## src/rtl/imm_dec_pkg.sv

```systemverilog
// Shared definitions for the immediate decode stage: RV32I opcodes,
// operand-B select codes and the decoded bundle carried through the skid buffer.
package imm_dec_pkg;

   localparam logic [6:0] OP_R      = 7'b0110011;
   localparam logic [6:0] OP_IMM    = 7'b0010011;
   localparam logic [6:0] OP_LOAD   = 7'b0000011;
   localparam logic [6:0] OP_JALR   = 7'b1100111;
   localparam logic [6:0] OP_BRANCH = 7'b1100011;
   localparam logic [6:0] OP_STORE  = 7'b0100011;
   localparam logic [6:0] OP_LUI    = 7'b0110111;
   localparam logic [6:0] OP_AUIPC  = 7'b0010111;
   localparam logic [6:0] OP_JAL    = 7'b1101111;

   localparam logic [2:0] SEL_RS2 = 3'b000;
   localparam logic [2:0] SEL_I   = 3'b001;
   localparam logic [2:0] SEL_B   = 3'b010;
   localparam logic [2:0] SEL_S   = 3'b011;
   localparam logic [2:0] SEL_U   = 3'b100;
   localparam logic [2:0] SEL_UJ  = 3'b101;

   typedef struct packed {
      logic [31:0] instr;
      logic [2:0]  sel;
      logic [31:0] i_imm;
      logic [31:0] s_imm;
      logic [31:0] b_imm;
      logic [31:0] uj_imm;
      logic [31:0] u_imm;
      logic [4:0]  rs1;
      logic [4:0]  rs2;
      logic [4:0]  rd;
      logic        illegal;
   } imm_bundle_t;

endpackage

```

## src/rtl/imm_decode_stage_imm_extract.sv

```systemverilog
// Combinational decode: instruction word -> select code, immediates and
// register fields. With IMM_DEC_ILLEGAL_CHK_EN defined, unknown opcodes select
// rs2 and flag illegal; otherwise they fall back to I-type and illegal is 0.
module imm_extract
   import imm_dec_pkg::*;
(
   input  logic [31:0] instr,
   output imm_bundle_t bundle
);

   logic [2:0] sel;
   logic       illegal;

   // Opcode to operand-B select map
   always_comb begin
      sel     = SEL_I;
      illegal = 1'b0;
      case (instr[6:0])
         OP_R:                       sel = SEL_RS2;
         OP_IMM, OP_LOAD, OP_JALR:   sel = SEL_I;
         OP_BRANCH:                  sel = SEL_B;
         OP_STORE:                   sel = SEL_S;
         OP_LUI, OP_AUIPC:           sel = SEL_U;
         OP_JAL:                     sel = SEL_UJ;
         default: begin
`ifdef IMM_DEC_ILLEGAL_CHK_EN
            sel     = SEL_RS2;
            illegal = 1'b1;
`else
            sel     = SEL_I;
            illegal = 1'b0;
`endif
         end
      endcase
   end

   // Field extraction is unconditional; the select code decides what is used
   always_comb begin
      bundle         = '0;
      bundle.instr   = instr;
      bundle.sel     = sel;
      bundle.illegal = illegal;
      bundle.i_imm   = {{20{instr[31]}}, instr[31:20]};
      bundle.s_imm   = {{20{instr[31]}}, instr[31:25], instr[11:7]};
      bundle.b_imm   = {{19{instr[31]}}, instr[31], instr[7], instr[30:25], instr[11:8], 1'b0};
      bundle.uj_imm  = {{11{instr[31]}}, instr[31], instr[19:12], instr[20], instr[30:21], 1'b0};
      bundle.u_imm   = {instr[31:12], 12'b0};
      bundle.rs1     = instr[19:15];
      bundle.rs2     = instr[24:20];
      bundle.rd      = instr[11:7];
   end

endmodule

```

## src/rtl/imm_decode_stage.sv

```systemverilog
// Registered decode stage with a 2-entry skid buffer (output register plus
// skid register). in_ready depends only on skid occupancy, so there is no
// combinational path from out_ready. Optional macro: IMM_DEC_ILLEGAL_CHK_EN
// enables illegal-opcode detection and the sticky illegal_seen output.
module imm_decode_stage
   import imm_dec_pkg::*;
#(
   parameter int          XLEN      = 32,
   parameter logic [31:0] NOP_INSTR = 32'h0000_0013
)(
   input  logic        clk,
   input  logic        rst_n,
   input  logic        in_valid,
   output logic        in_ready,
   input  logic [31:0] in_instr,
   output logic        out_valid,
   input  logic        out_ready,
   output logic [31:0] o_instr,
   output logic [2:0]  imme_sel,
   output logic [31:0] i_imme,
   output logic [31:0] s_imme,
   output logic [31:0] b_imme,
   output logic [31:0] uj_imme,
   output logic [31:0] u_imme,
   output logic [4:0]  rs1_addr,
   output logic [4:0]  rs2_addr,
   output logic [4:0]  rd_addr,
`ifdef IMM_DEC_ILLEGAL_CHK_EN
   output logic        illegal_seen,
`endif
   output logic        illegal
);

   // Only a 32-bit datapath exists; refuse to elaborate anything else
   generate
      if (XLEN != 32) begin : g_bad_xlen
         $error("imm_decode_stage supports XLEN=32 only");
      end
   endgenerate

   imm_bundle_t dec_bundle;
   imm_bundle_t or_reg;
   imm_bundle_t sk_reg;
   logic        or_valid_reg;
   logic        sk_valid_reg;
   logic        accept;
   logic        drain;

   imm_extract u_extract (
      .instr  (in_instr),
      .bundle (dec_bundle)
   );

   assign in_ready = !sk_valid_reg;
   assign accept   = in_valid && in_ready;
   assign drain    = or_valid_reg && out_ready;

   // Skid buffer: OR refills from SK first, else from the decoder, keeping FIFO order
   always_ff @(posedge clk or negedge rst_n) begin
      if (!rst_n) begin
         or_valid_reg <= 1'b0;
         sk_valid_reg <= 1'b0;
         or_reg       <= '0;
         sk_reg       <= '0;
      end else if (drain) begin
         if (sk_valid_reg) begin
            or_reg       <= sk_reg;
            sk_valid_reg <= 1'b0;
         end else if (accept) begin
            or_reg       <= dec_bundle;
         end else begin
            or_valid_reg <= 1'b0;
         end
      end else if (accept) begin
         if (!or_valid_reg) begin
            or_reg       <= dec_bundle;
            or_valid_reg <= 1'b1;
         end else begin
            sk_reg       <= dec_bundle;
            sk_valid_reg <= 1'b1;
         end
      end
   end

`ifdef IMM_DEC_ILLEGAL_CHK_EN
   logic illegal_seen_reg;

   // Sticky flag: set once an illegal bundle is taken downstream
   always_ff @(posedge clk or negedge rst_n) begin
      if (!rst_n) begin
         illegal_seen_reg <= 1'b0;
      end else if (drain && or_reg.illegal) begin
         illegal_seen_reg <= 1'b1;
      end
   end

   assign illegal_seen = illegal_seen_reg;
`endif

   // An empty output presents a NOP with all decoded fields cleared
   assign out_valid = or_valid_reg;
   assign o_instr   = or_valid_reg ? or_reg.instr   : NOP_INSTR;
   assign imme_sel  = or_valid_reg ? or_reg.sel     : 3'b000;
   assign i_imme    = or_valid_reg ? or_reg.i_imm   : 32'h0;
   assign s_imme    = or_valid_reg ? or_reg.s_imm   : 32'h0;
   assign b_imme    = or_valid_reg ? or_reg.b_imm   : 32'h0;
   assign uj_imme   = or_valid_reg ? or_reg.uj_imm  : 32'h0;
   assign u_imme    = or_valid_reg ? or_reg.u_imm   : 32'h0;
   assign rs1_addr  = or_valid_reg ? or_reg.rs1     : 5'd0;
   assign rs2_addr  = or_valid_reg ? or_reg.rs2     : 5'd0;
   assign rd_addr   = or_valid_reg ? or_reg.rd      : 5'd0;
   assign illegal   = or_valid_reg ? or_reg.illegal : 1'b0;

endmodule

```

## config.mk

```make
export PLATFORM = sky130hd
export DESIGN_NAME = imm_decode_stage
export DESIGN_NICKNAME = d
export VERILOG_FILES = /design/src/rtl/imm_dec_pkg.sv /design/src/rtl/imm_decode_stage_imm_extract.sv /design/src/rtl/imm_decode_stage.sv
export SDC_FILE = /design/constraint.sdc
export NUM_CORES = 1
export LEC_CHECK = 0
export BUFFER_PORTS_ARGS = -buffer_cell sky130_fd_sc_hd__buf_2
export CELL_PAD_IN_SITES_DETAIL_PLACEMENT = 1
export CELL_PAD_IN_SITES_GLOBAL_PLACEMENT = 1
export CORE_ASPECT_RATIO = 0.75
export CORE_MARGIN = 2
export CORE_UTILIZATION = 44
export DETAILED_ROUTE_END_ITERATION = 6
export PLACE_DENSITY = 0.77
export SETUP_SLACK_MARGIN = 0.4
export SYNTH_ARGS = -nofsm -noshare
export SYNTH_HDL_FRONTEND = slang
export SYNTH_HIERARCHICAL = 1
export SYNTH_SLANG_ARGS = --single-unit
```

## constraint.sdc

```tcl
create_clock -name clk -period 2.6 [get_ports clk]
set_input_delay 0.39 -clock clk [delete_from_list [all_inputs] [get_ports clk]]
set_output_delay 0.39 -clock clk [all_outputs]
set_load 0.05 [all_outputs]
```

* Word level (Yosys, flattened, before mapping)
Cells that the tools add are included.
Word-level totals: bits in writable memories 0, input port bits 36, logic and storage cells 68, register bits after elaboration 339, output and inout bits 213, memories 0, memory bits (read-only) 0, bits in latches 0
Operators by class: $mul 0, div/mod/pow operators 0, equality and inequality tests 9, shift operators 0, order comparisons 0, $add $sub $neg 0, reduce and logical (&&, ||, !) cells 11, multiplexer cells 24, bitwise gates (word level) 1
Operators with widths (number):
- 2-to-1 mux 211 bit | 5
- 2-to-1 mux 32 bit | 6
- equality test 7 x 6 -> 1 bit (second input constant) | 3
- 2-to-1 mux 5 bit | 3
- case mux 3 bit (5 select lines) | 1
- equality test 7 bit (second input constant) | 2
- AND reduction 3 bit | 3
- 2-to-1 mux 1 bit | 8
- equality test 7 x 5 -> 1 bit (second input constant) | 1
- nonzero test 2 bit | 3
- != test 2 bit (second input constant) | 2
- 2-to-1 mux 3 bit | 1
- logical AND 1 bit | 2
- != test 2 x 1 -> 1 bit (second input constant) | 1
- AND reduction 2 bit | 1
- OR reduction 2 bit | 1
- logical NOT 1 bit | 1
- NOT 1 bit | 1

* Logic depth before layout (Yosys ltp)
Gate-level depths: netlist of the first run.
depth in word-level cells 6, mapped depth 6, gate-level depth less buffers 5

* By module
The synthesis of the first run kept the hierarchy.
By module, submodules not included:
- imm_decode_stage | cells an instance 2147, area each 22461.5 sq um, times used 1, seq. area each 10610.2 sq um
- imm_extract | cells an instance 221, area each 1636.6 sq um, times used 1, seq. area each 0.0 sq um

* Worst setup path after synthesis of the first run
Ideal clock, no wire load.
kind flip-flop to output port, from register or_valid_reg (netlist: out_valid), to output port b_imme[0], buffers on the path 3, required time 2.210 ns, cell stages (with the launch flop) 5, path slack 0.401 ns, arrival 1.809 ns, cell sequence dfrtp_1 buf_4 clkbuf_1 clkbuf_1 and2_1
Between the ends: longest elaborated chain between the ends 1
RTL lines:
- start: declaration | RTL line imm_decode_stage.sv:44 | logic or_valid_reg;
- start signal: assignment | RTL line imm_decode_stage.sv:61 | or_valid_reg <= 1'b0;
- start signal: assignment | RTL line imm_decode_stage.sv:72 | or_valid_reg <= 1'b0;
- start signal: assignment | RTL line imm_decode_stage.sv:77 | or_valid_reg <= 1'b1;
- 2-to-1 mux 32 bit | RTL line imm_decode_stage.sv:106 | assign b_imme = or_valid_reg ? or_reg.b_imm : 32'h0;
- end: declaration | RTL line imm_decode_stage.sv:22 | output logic [31:0] b_imme,
Every way passes these cells.

* Final worst setup path of the first run
from register or_valid_reg (netlist: out_valid), to output port b_imme[7]
Same word-level chain as after synthesis.

==> results, run 1 <==
- The number of setup violations in the final report is 0.
- The count of nets left with antenna violations once routing finished came out at 0.
- The count of pins on the block boundary is 249.
- The flow ran to the end, and the final reports show no timing, DRC or antenna violations.
- The via count of the first global-routing pass was 20,200.
- The highest metal layer carrying signal wires in the routed design is met4.
- In the routed layout, each cell is associated on average with a via count of 6.34.
- The largest family of logic cells by synthesized area is compound AO/OA/AOI/OAI gates.
- The netlist area before placement is 0.0241 mm².
- The number of placement rows is 74.
- The detailed router put a total of 35.9 mm of wire on met1.
- The type of element launching the critical path is a flop.
- The warning count from the yosys run is 6.
- After legalization and detailed placement, the total HPWL measured 42.1 mm.
- In the final design database the tool counted 2,365 nets.
- The endpoint class of the critical path is a primary output.
- The area of the placeable core is 0.0543 mm².
- The number of stages on the worst hold path is 2.
- In the finished design, the share of the clock period the worst path needs comes to 85.5%.
- Measured against its own limit, the worst slew margin works out to 52.6%.
- The adder-cell area share of the yosys netlist is 0%.
- The path class of the lowest-slack min-delay path is input port to flop.
- The number of sinks on the clock net is 424.
- At the pin with the least slew margin, the transition time is 0.711 ns.
- The initial standard-cell utilization of the core is 44.4%.
- The clock period minus worst slack is 2.22 ns.
- In the final layout, the share of cells above drive strength 1 is 29.1%.
- The maximum number of pins on one net before global-route repair is 109.
- In this run, synthesis produced a sequential element count of 424.
- After clock tree synthesis, the clock-pin slew on the worst setup and hold paths is 0.06 ns.
- The xor/xnor cell area share of the yosys netlist is 0%.
- The final layout contains routed wiring with a total length of 79.6 mm.
- The sequential cell area fraction in the yosys report is 44.0%.
- The library cell used as clock root buffer is clkbuf_16.
- The via count is 19,600.
- The area growth from synthesis to layout is 15.8%.
- The per-cell routed wire length is 25.8 µm.
- The tool flagged a number of max-cap violations equal to 0.
- The initial antenna violation count is 2.
- After technology mapping, the gate count stands at 2,368.
- After the first detailed-routing iteration, the DRC count stood at 1,850.
- The worst clock skew is 0.0141 ns.
- The met2 wire length is 37.8 mm.
- In this run the critical register-to-register path is launched from out_valid.
- The worst path arrival time is 1.83 ns.
- Setup repair after global routing could not meet its margin everywhere.
- The horizontal die dimension is 274 µm.
- On the critical path, the stage with the largest delay is an instance of dfrtp_4.
- The utilization after layout is 51.4%.
- The depth of the most critical reg-to-reg path is 7.
- The number of buffer cells added on primary ports is 248.
- The floorplan step defined a die boundary enclosing 0.0567 mm².
- The weighted congestion reported at the end of routability-driven placement is 0.771.
- The residual DRC count is 0.
- The critical path in this run is classified as flop to primary output.
- Of all nets on the critical path, the largest fanout is 18.
- The synthesized netlist devotes 20.9% of its cell area to compound gates.
- The reg2reg setup slack is 0.40 ns.
- No sink is reached through more buffers than the 3 on the longest clock path.
- The count of pins over their slew limit is 0.
- The critical path goes through buf_12 > buf_16 > and2_1 > buf_6.
- The endpoint identified for the worst register-to-register timing path is or_reg[59].
- The number of hold violations in the final report was 0.
- The endpoint with the worst hold slack is sk_valid_reg.
- The total grt overflow is 0.
- The clock latency of the later-clocked register in the worst-skew pair is 0.59 ns.
- The maximum clock frequency is 0.450 GHz.
- The start point of the worst min-delay path is out_ready.
- The mux share of post-synthesis cell area is 12.8%.
- The first global-routing pass estimated 120 mm of wire.
- Summing the areas of all and, or, nand and nor instances in the mapped netlist gives 10.3% of the synthesized area.
- The routed design uses 4.04 mm of met3 wire.
- The largest single stage delay on the critical path is 0.46 ns.
- Yosys mapped the design onto 28 distinct sky130hd cell types.
- The floorplan step set the die height to 207 µm.
- The global routing usage summed across all routing layers is 26.7%.
- The total negative setup slack is 0 ns.
- The number of buffers created by CTS is 47.
- The clock tree from TritonCTS is yes.
- The number of levels the H-tree was split into is 2.
- The data required time at the worst endpoint is 2.21 ns.
- The post-synthesis average cell area is 10.2 µm².
- Before antenna repair, the detailed router went through 5 iterations.
repair_timing:
action / 4_1_cts / 5_1_grt
gates resized for setup: 329 / 181
endpoints found under the hold margin: 25 / 0
buffers inserted: 8 / 6
hold buffers: 1 / 0
setup endpoints to repair: 208 / 474
gates cloned: 4 / 12
pin swaps: 0 / 1
worst max-delay path by stage:
stage                     startpoint           to
final                      out_valid    b_imme[7]
after global routing       out_valid   or_reg[92]
after CTS                  out_valid    b_imme[9]
after detailed placement   out_valid  or_reg[129]
after global placement     out_valid  or_reg[113]
after floorplan            out_valid    b_imme[0]
metrics by stage:
step	worst slack, ns	cell area [µm²]	hold slack [ns]	cells
after global placement	0.544	24300	0.311	2971
after CTS	0.219	27000	0.0788	3065
after detailed placement	0.430	24300	0.310	2971
after floorplan	0.401	24200	0.0944	2382
final	0.377	27900	0.110	3084
after global routing	0.293	27900	0.112	3084
synth_stat cells (all sizes together):
master,n,share of area [%]
dfrtp,424,44
buf,310,9.8
a21oi,213,4.4
o21ai,213,4.4
o22ai,212,5.5
a211oi,211,6.6
mux2,211,13
nor3,211,4.4
and2,208,5.4
clkbuf,132,2.1
nand2b,7,0.19
nand2,4,0.062
nor2,3,0.11
inv,2,0.031
nor3b,2,0.062
and4,1,0.036
conb,1,0.016
nand3b,1,0.047
nor4,1,0.026
or2,1,0.026
critical path: cells and delay by family, from the launching register on:
kind	cells	cell delay, ns
AND/OR/NAND/NOR	1	0.21
buffers and inverters	3	0.55
flip-flops	1	0.46
cells by family after synthesis:
kind of cell,count (synthesis)
flip-flops,424
other,1
AND/OR/NAND/NOR,439
AO/OA/AOI/OAI,849
multiplexers,211
buffers and inverters,444
routing by layer:
| layer | up-vias | global-route usage [%] |
|---|---|---|
| li1 | 8419 | - |
| met1 | 10400 | 37.5 |
| met2 | 681 | 42.3 |
| met3 | 112 | 3.93 |
| met4 | 0 | 9.16 |
| met5 | - | 0 |
cells in the final DEF, fill, tap and decap left out, types with 59 or more instances in the layout:
cell type / instances
o22ai_1: 212
mux2_4: 190
a211oi_1: 211
buf_4: 61
a21oi_1: 213
and2_1: 149
and2_4: 59
buf_6: 187
nor3_1: 211
dfrtp_1: 423
o21ai_0: 213
layout make-up:
type / count / area [µm²]
multi-input combinational: 1514 / 10900
timing repair buffer: 340 / 3990
antenna: 1 / 2.50
clock buffer: 70 / 1370
sequential: 424 / 10600
inverter: 2 / 33.8
clock inverter: 11 / 128
tap: 722 / 903
fill: 5771 / 26400
Power of run 1 is not shown: default switching activity piles up to over one toggle a cycle in this logic, so the estimate is an artifact.
==> run 2: changes to the inputs <==
--- a/config.mk
+++ b/config.mk
@@ -10,9 +10,9 @@
 export CELL_PAD_IN_SITES_GLOBAL_PLACEMENT = 1
 export CORE_ASPECT_RATIO = 0.75
 export CORE_MARGIN = 2
-export CORE_UTILIZATION = 44
+export CORE_UTILIZATION = 50
 export DETAILED_ROUTE_END_ITERATION = 6
-export PLACE_DENSITY = 0.77
+export PLACE_DENSITY = 0.86
 export SETUP_SLACK_MARGIN = 0.4
 export SYNTH_ARGS = -nofsm -noshare
 export SYNTH_HDL_FRONTEND = slang
==> results, run 2 (synthesis results as in run 1) <==
- The via count is 20,400 (+4.5%).
- The final design instance area without fill is 0.0278 mm² (-0.31%).
- The footprint of the multi-input gates came to 0.0109 mm² (+0.44%).
- The global routing usage summed across all routing layers is 31.5% (+4.8 points).
- The post-route fraction of the period consumed by the critical path is 89.4% (+4.0 points).
- The worst setup path is captured at a flop.
- The tree is rooted in a clkbuf_16.
- The number of sinks on the clock net is 424 (unchanged).
- TritonCTS built the clock tree.
- The area taken by flip-flops and latches came to 0.0106 mm² (about the same).
- The area growth from synthesis to layout is 15.4%.
- The clock period minus worst slack is 2.33 ns (+0.103 ns).
- The initial standard-cell utilization of the core was 50.8% (+6.3 points).
- The path class of the lowest-slack min-delay path is input port to flop.
- The total grt overflow came to 0 (unchanged).
- The max-capacitance violation count is 0 (unchanged).
- The count of pins over their slew limit came to 0 (unchanged).
- The data required time at the worst endpoint is 3.04 ns (+0.83 ns).
- The area of the die was 0.0500 mm² (-12%).
- The number of buffers created by CTS is 45 (-4.3%).
- The maximum buffer depth of the clock tree is 3 (unchanged).
- The horizontal die dimension is 258 µm (-6.1%).
- The weighted congestion reported at the end of routability-driven placement is 0.812 (+5.2%).
- The number of levels the H-tree was split into came to 2 (unchanged).
- The type of the worst setup path is flop to flop.
- The initial antenna violation count came to 3 (+1).
- The number of setup violations in the final report was 0 (unchanged).
- The number of buffer cells added on primary ports was 248 (unchanged).
- The library cells used most frequently in the layout, excluding fill and tap cells, are dfrtp_1, o21ai_0, a21oi_1.
- The proportion of layout cells with a drive suffix above 1 is 30.3% (+1.2 points).
- The per-cell routed wire length is 28.8 µm (+11%).
- The maximum number of pins on one net before global-route repair is 92 (-16%).
- The number of placement rows is 69 (-6.8%).
- The commonest non-fill, non-tap cell in the layout is dfrtp_1.
- STA classifies the critical path startpoint as a flop.
- The residual antenna-violating net count after detailed routing is 0 (unchanged).
- The via count of the first global-routing pass is 21,200 (+5.0%).
- The transition time of the tightest slew-check pin is 0.707 ns (-0.00428 ns).
- The number of filler cells placed in the layout is 5,011 (-13%).
- The post-layout net count came to 2,372 (+0.30%).
- The area of the placeable core is 0.0475 mm² (-12%).
- The largest driver fanout on the critical path is 36 (+18).
- Setup repair after global routing could not meet its margin everywhere.
- The HPWL after detailed placement came to 44.3 mm (+5.4%).
- The vias per cell is 6.79 (+7.1%).
- The worst slew margin relative to its limit is 52.9% (+0.29 points).
- The post-detailed-placement cell area is 0.0243 mm² (about the same).
- The clock input transition at the sequential cells of the worst setup and hold paths is 0.07 ns (about the same).
- The total negative setup slack came to 0 ns (unchanged).
- The maximum clock frequency came to 0.430 GHz (-4.4%).
- The count of pins on the block boundary is 249 (unchanged).
- The overall die height is 194 µm (-6.1%).
- The DRC marker count from the first detailed-route iteration came to 1,991 (+7.6%).
- The first-pass GRT wire length was 126 mm (+5.1%).
- The residual DRC count is 0 (unchanged).
- The number of hold violations in the final report is 0 (unchanged).
- The total length of routed wires came to 86.6 mm (+8.7%).
- The worst path arrival time is 2.77 ns (+0.94 ns).
- The number of detailed-route iterations in the first pass is 5 (unchanged).
- The flow ran to the end, and the final reports show no timing, DRC or antenna violations.
- The worst clock skew is 0.0247 ns (+0.0106 ns).
- The clock latency of the later-clocked register in the worst-skew pair is 0.60 ns (about the same).
[run 2: cell types whose count changed in the layout (fill, tap and decap cells not counted), sizes merged]
cell / before / now
bufinv: 3 / 5
buf: 324 / 332
clkbuf: 82 / 84
clkinvlp: 2 / 0
inv: 5 / 4
[run 2: critical path, cell delays in order (launching register included)]
cell,delay (ns)
dfrtp_2,0.56
nand3b_4,0.46
buf_4,0.47
o21ai_0,0.21
a211oi_1,0.45
[run 2: layer usage]
metal / GRT usage [%] / up-vias / share of wire [%]
met5: 0 / - / 0.047
met4: 11.5 / 6 / 3.5
met3: 4.76 / 218 / 7.0
met2: 50.7 / 1078 / 47
met1: 43.3 / 10700 / 42
li1: - / 8416 / -
[run 2: area by class of cell]
class | count | area share [%]
multi-input combinational | 1514 | 39.2
sequential | 424 | 38.2
timing repair buffer | 347 | 13.9
clock buffer | 73 | 5.12
tap | 639 | 2.87
clock inverter | 8 | 0.517
inverter | 2 | 0.121
timing repair inverter | 2 | 0.0630
antenna | 1 | 0.00900
[run 2: per-stage QoR]
step | hold slack [ns] | std cells | setup WS [ns] | util, %
final | 0.137 | 3010 | 0.274 | 58.6
after global routing | 0.123 | 3009 | 0.283 | 58.6
after CTS | 0.101 | 2995 | 0.278 | 56.8
after detailed placement | 0.407 | 2900 | 0.368 | 51.2
after global placement | 0.399 | 2900 | 0.479 | 51.2
after floorplan | 0.0944 | 2382 | 0.401 | -
[run 2: final timing paths]
check	from	end	slack (ns)	cells after the start
max	sk_valid_reg	or_reg[93]	0.27	4
min	in_instr[4]	sk_reg[183]	0.14	2
max reg2reg	sk_valid_reg	or_reg[93]	0.27	4
min reg2reg	sk_reg[35]	sk_reg[35]	0.51	1
max in group asynchronous	rst_n	or_reg[166]	1.24	3
min in group asynchronous	rst_n	or_reg[79]	0.39	2
[run 2: timing repair]
action,in CTS,in global routing
hold buffers,1,0
endpoints found under the hold margin,55,0
gates resized for setup,275,229
setup endpoints to repair,211,378
gates cloned,6,13
setup buffers,7,1
Power of run 2 is left out for the same reason.
==> run 3: changes to the inputs <==
--- a/config.mk
+++ b/config.mk
@@ -8,7 +8,7 @@
 export BUFFER_PORTS_ARGS = -buffer_cell sky130_fd_sc_hd__buf_2
 export CELL_PAD_IN_SITES_DETAIL_PLACEMENT = 1
 export CELL_PAD_IN_SITES_GLOBAL_PLACEMENT = 1
-export CORE_ASPECT_RATIO = 0.75
+export CORE_ASPECT_RATIO = 0.9
 export CORE_MARGIN = 2
 export CORE_UTILIZATION = 50
 export DETAILED_ROUTE_END_ITERATION = 6
==> constraint.sdc (replaced) <==
create_clock -name clk -period 2.6 [get_ports clk]
set_input_delay 0.39 -clock clk [delete_from_list [all_inputs] [get_ports clk]]
set_output_delay 0.39 -clock clk [all_outputs]
set_load 0.1 [all_outputs]
==> results, run 3 (synthesis results as in run 1) <==
- The flow ran to the end, and the final reports show no timing, DRC or antenna violations.
- The number of sinks on the clock net is 424 (unchanged).
- The count of pins over their slew limit is 0 (unchanged).
- The via count was 21,400 (+4.4%).
- The largest driver fanout on the critical path was 7 (-81%).
- The maximum number of pins on one net before global-route repair is 164 (+78%).
- The HPWL after detailed placement is 44.0 mm (-0.72%).
- The number of buffers created by CTS came to 45 (unchanged).
- Setup repair after global routing could not meet its margin everywhere.
- The post-route fraction of the period consumed by the critical path was 91.1% (+1.6 points).
- The number of hold violations in the final report came to 0 (unchanged).
- The proportion of layout cells with a drive suffix above 1 is 36.2% (+5.9 points).
- The worst register-to-register path ends at or_reg[142].
- The max-capacitance violation count came to 0 (unchanged).
- The worst path arrival time is 1.98 ns (-0.79 ns).
- The vias per cell came to 7.11 (+4.6%).
- The per-cell routed wire length is 32.9 µm (+15%).
- The depth of the most critical reg-to-reg path is 5 (+1).
- The number of placement rows came to 76 (+10%).
- The worst hold path belongs to the class input port to flop.
- The commonest non-fill, non-tap cell in the layout is dfrtp_1.
- The reg2reg setup slack is 0.29 ns (+0.02 ns).
- The type of the worst setup path is flop to primary output.
- The maximum clock frequency is 0.422 GHz (-1.8%).
- The number of levels the H-tree was split into was 2 (unchanged).
- The clock input transition at the sequential cells of the worst setup and hold paths is 0.06 ns (about the same).
- The worst slew margin relative to its limit came to 59.7% (+6.8 points).
- The area of the placeable core is 0.0477 mm² (+0.53%).
- The number of setup violations in the final report was 0 (unchanged).
- The origin of the critical flop-to-flop path is out_valid.
- The post-layout net count was 2,380 (+0.34%).
- The worst hold path begins at in_instr[0].
- The residual DRC count is 0 (unchanged).
- The area of the die is 0.0500 mm² (about the same).
- The initial standard-cell utilization of the core came to 50.5% (-0.27 points).
- The endpoint class of the critical path is a primary output.
- The clock period minus worst slack is 2.37 ns (+0.0421 ns).
- The transition time of the tightest slew-check pin is 0.604 ns (-0.103 ns).
- The overall die height is 212 µm (+9.3%).
- The total grt overflow came to 0 (unchanged).
- The area added between synthesis and finish is 26.2%.
- The number of stages on the worst hold path is 2 (unchanged).
- The total negative setup slack was 0 ns (unchanged).
- For hold timing, the worst endpoint is sk_reg[179].
- The library cell used as clock root buffer is clkbuf_16.
- The number of buffer cells added on primary ports is 248 (unchanged).
- The data required time at the worst endpoint was 2.21 ns (-0.83 ns).
- The global routing usage summed across all routing layers is 34.2% (+2.7 points).
- The horizontal die dimension is 235 µm (-8.6%).
- The via count of the first global-routing pass is 21,600 (+1.8%).
- The count of pins on the block boundary is 249 (unchanged).
- The number of detailed-route iterations in the first pass is 7 (+2).
- The initial antenna violation count was 2 (-1).
- The residual antenna-violating net count after detailed routing is 0 (unchanged).
- The maximum buffer depth of the clock tree is 3 (unchanged).
- The first-pass GRT wire length is 134 mm (+6.1%).
- The weighted congestion reported at the end of routability-driven placement is 0.785 (-3.3%).
- The worst hold margin is 0.139 ns (+0.00162 ns).
- The worst clock skew came to 0.0364 ns (+0.0117 ns).
- TritonCTS built the clock tree.
- STA classifies the critical path startpoint as a flop.
- The clock latency of the later-clocked register in the worst-skew pair is 0.61 ns (about the same).
- The DRC marker count from the first detailed-route iteration is 2,690 (+35%).
- Leaving out fill and tap cells, the most frequent cells in the layout are dfrtp_1, buf_12, o21ai_0, a21oi_1, o22ai_1.
- The total length of routed wires is 99.0 mm (+14%).
run 3: changes by cell type in the layout (fill, tap and decap cells not counted), moves of 10 or more:
cell	change
and2_1	-130
and2_2	+39
and2_4	+91
buf_12	+201
buf_4	-69
buf_6	-139
clkbuf_16	+10
run 3: worst max-delay path: stages (launching register included):
cell and delay [ns]:
dfrtp_4 0.51, buf_12 0.18, buf_16 0.16, buf_16 0.15, and2_2 0.21, buf_12 0.18
run 3: what timing repair did:
| action | CTS | global route |
|---|---|---|
| hold buffers | 1 | 0 |
| endpoints found under the hold margin | 44 | 0 |
| setup endpoints to repair | 210 | 293 |
| resized for setup | 268 | 226 |
| gates cloned | 8 | 25 |
| setup buffers | 10 | 15 |
run 3: per-layer routing:
| metal | routed length, µm | vias up | share of wire, % | track usage [%] |
|---|---|---|---|---|
| li1 | - | 8431 | - | - |
| met1 | 36600 | 10900 | 37 | 43.3 |
| met2 | 47900 | 1547 | 48 | 57.5 |
| met3 | 8430 | 433 | 8.5 | 6.01 |
| met4 | 6010 | 4 | 6.1 | 15.9 |
| met5 | 31 | - | 0.031 | 0 |
run 3: worst max path at each step:
stage / startpoint / endpoint / slack [ns] / cells after the start
global route: out_valid / s_imme[3] / 0.21 / 5
global placement: out_valid / u_imme[18] / 0.59 / 4
CTS: out_valid / b_imme[11] / 0.20 / 5
finish: out_valid / s_imme[3] / 0.23 / 5
detailed placement: out_valid / or_reg[14] / 0.43 / 4
floorplan: out_valid / o_instr[0] / 0.31 / 4
run 3: layout make-up:
type / count / area, µm²
Fill cell: 4723 / 17300
Antenna cell: 2 / 5.00
Clock inverter: 16 / 236
Sequential cell: 424 / 10600
Clock buffer: 66 / 1390
Multi-Input combinational cell: 1514 / 11200
Timing Repair Buffer: 357 / 6190
Tap cell: 624 / 781
Inverter: 2 / 15.0
run 3: stage by stage:
| stage | utilization (%) | instance area, µm² | std cells | worst slack [ns] |
|---|---|---|---|---|
| global route | 63.7 | 30400 | 3003 | 0.210 |
| floorplan | - | 24400 | 2382 | 0.309 |
| detailed placement | 55.2 | 26300 | 2862 | 0.430 |
| CTS | 61.1 | 29200 | 2963 | 0.205 |
| global placement | 55.2 | 26300 | 2862 | 0.593 |
| finish | 63.7 | 30400 | 3005 | 0.232 |
Power of run 3 is left out for the same reason.
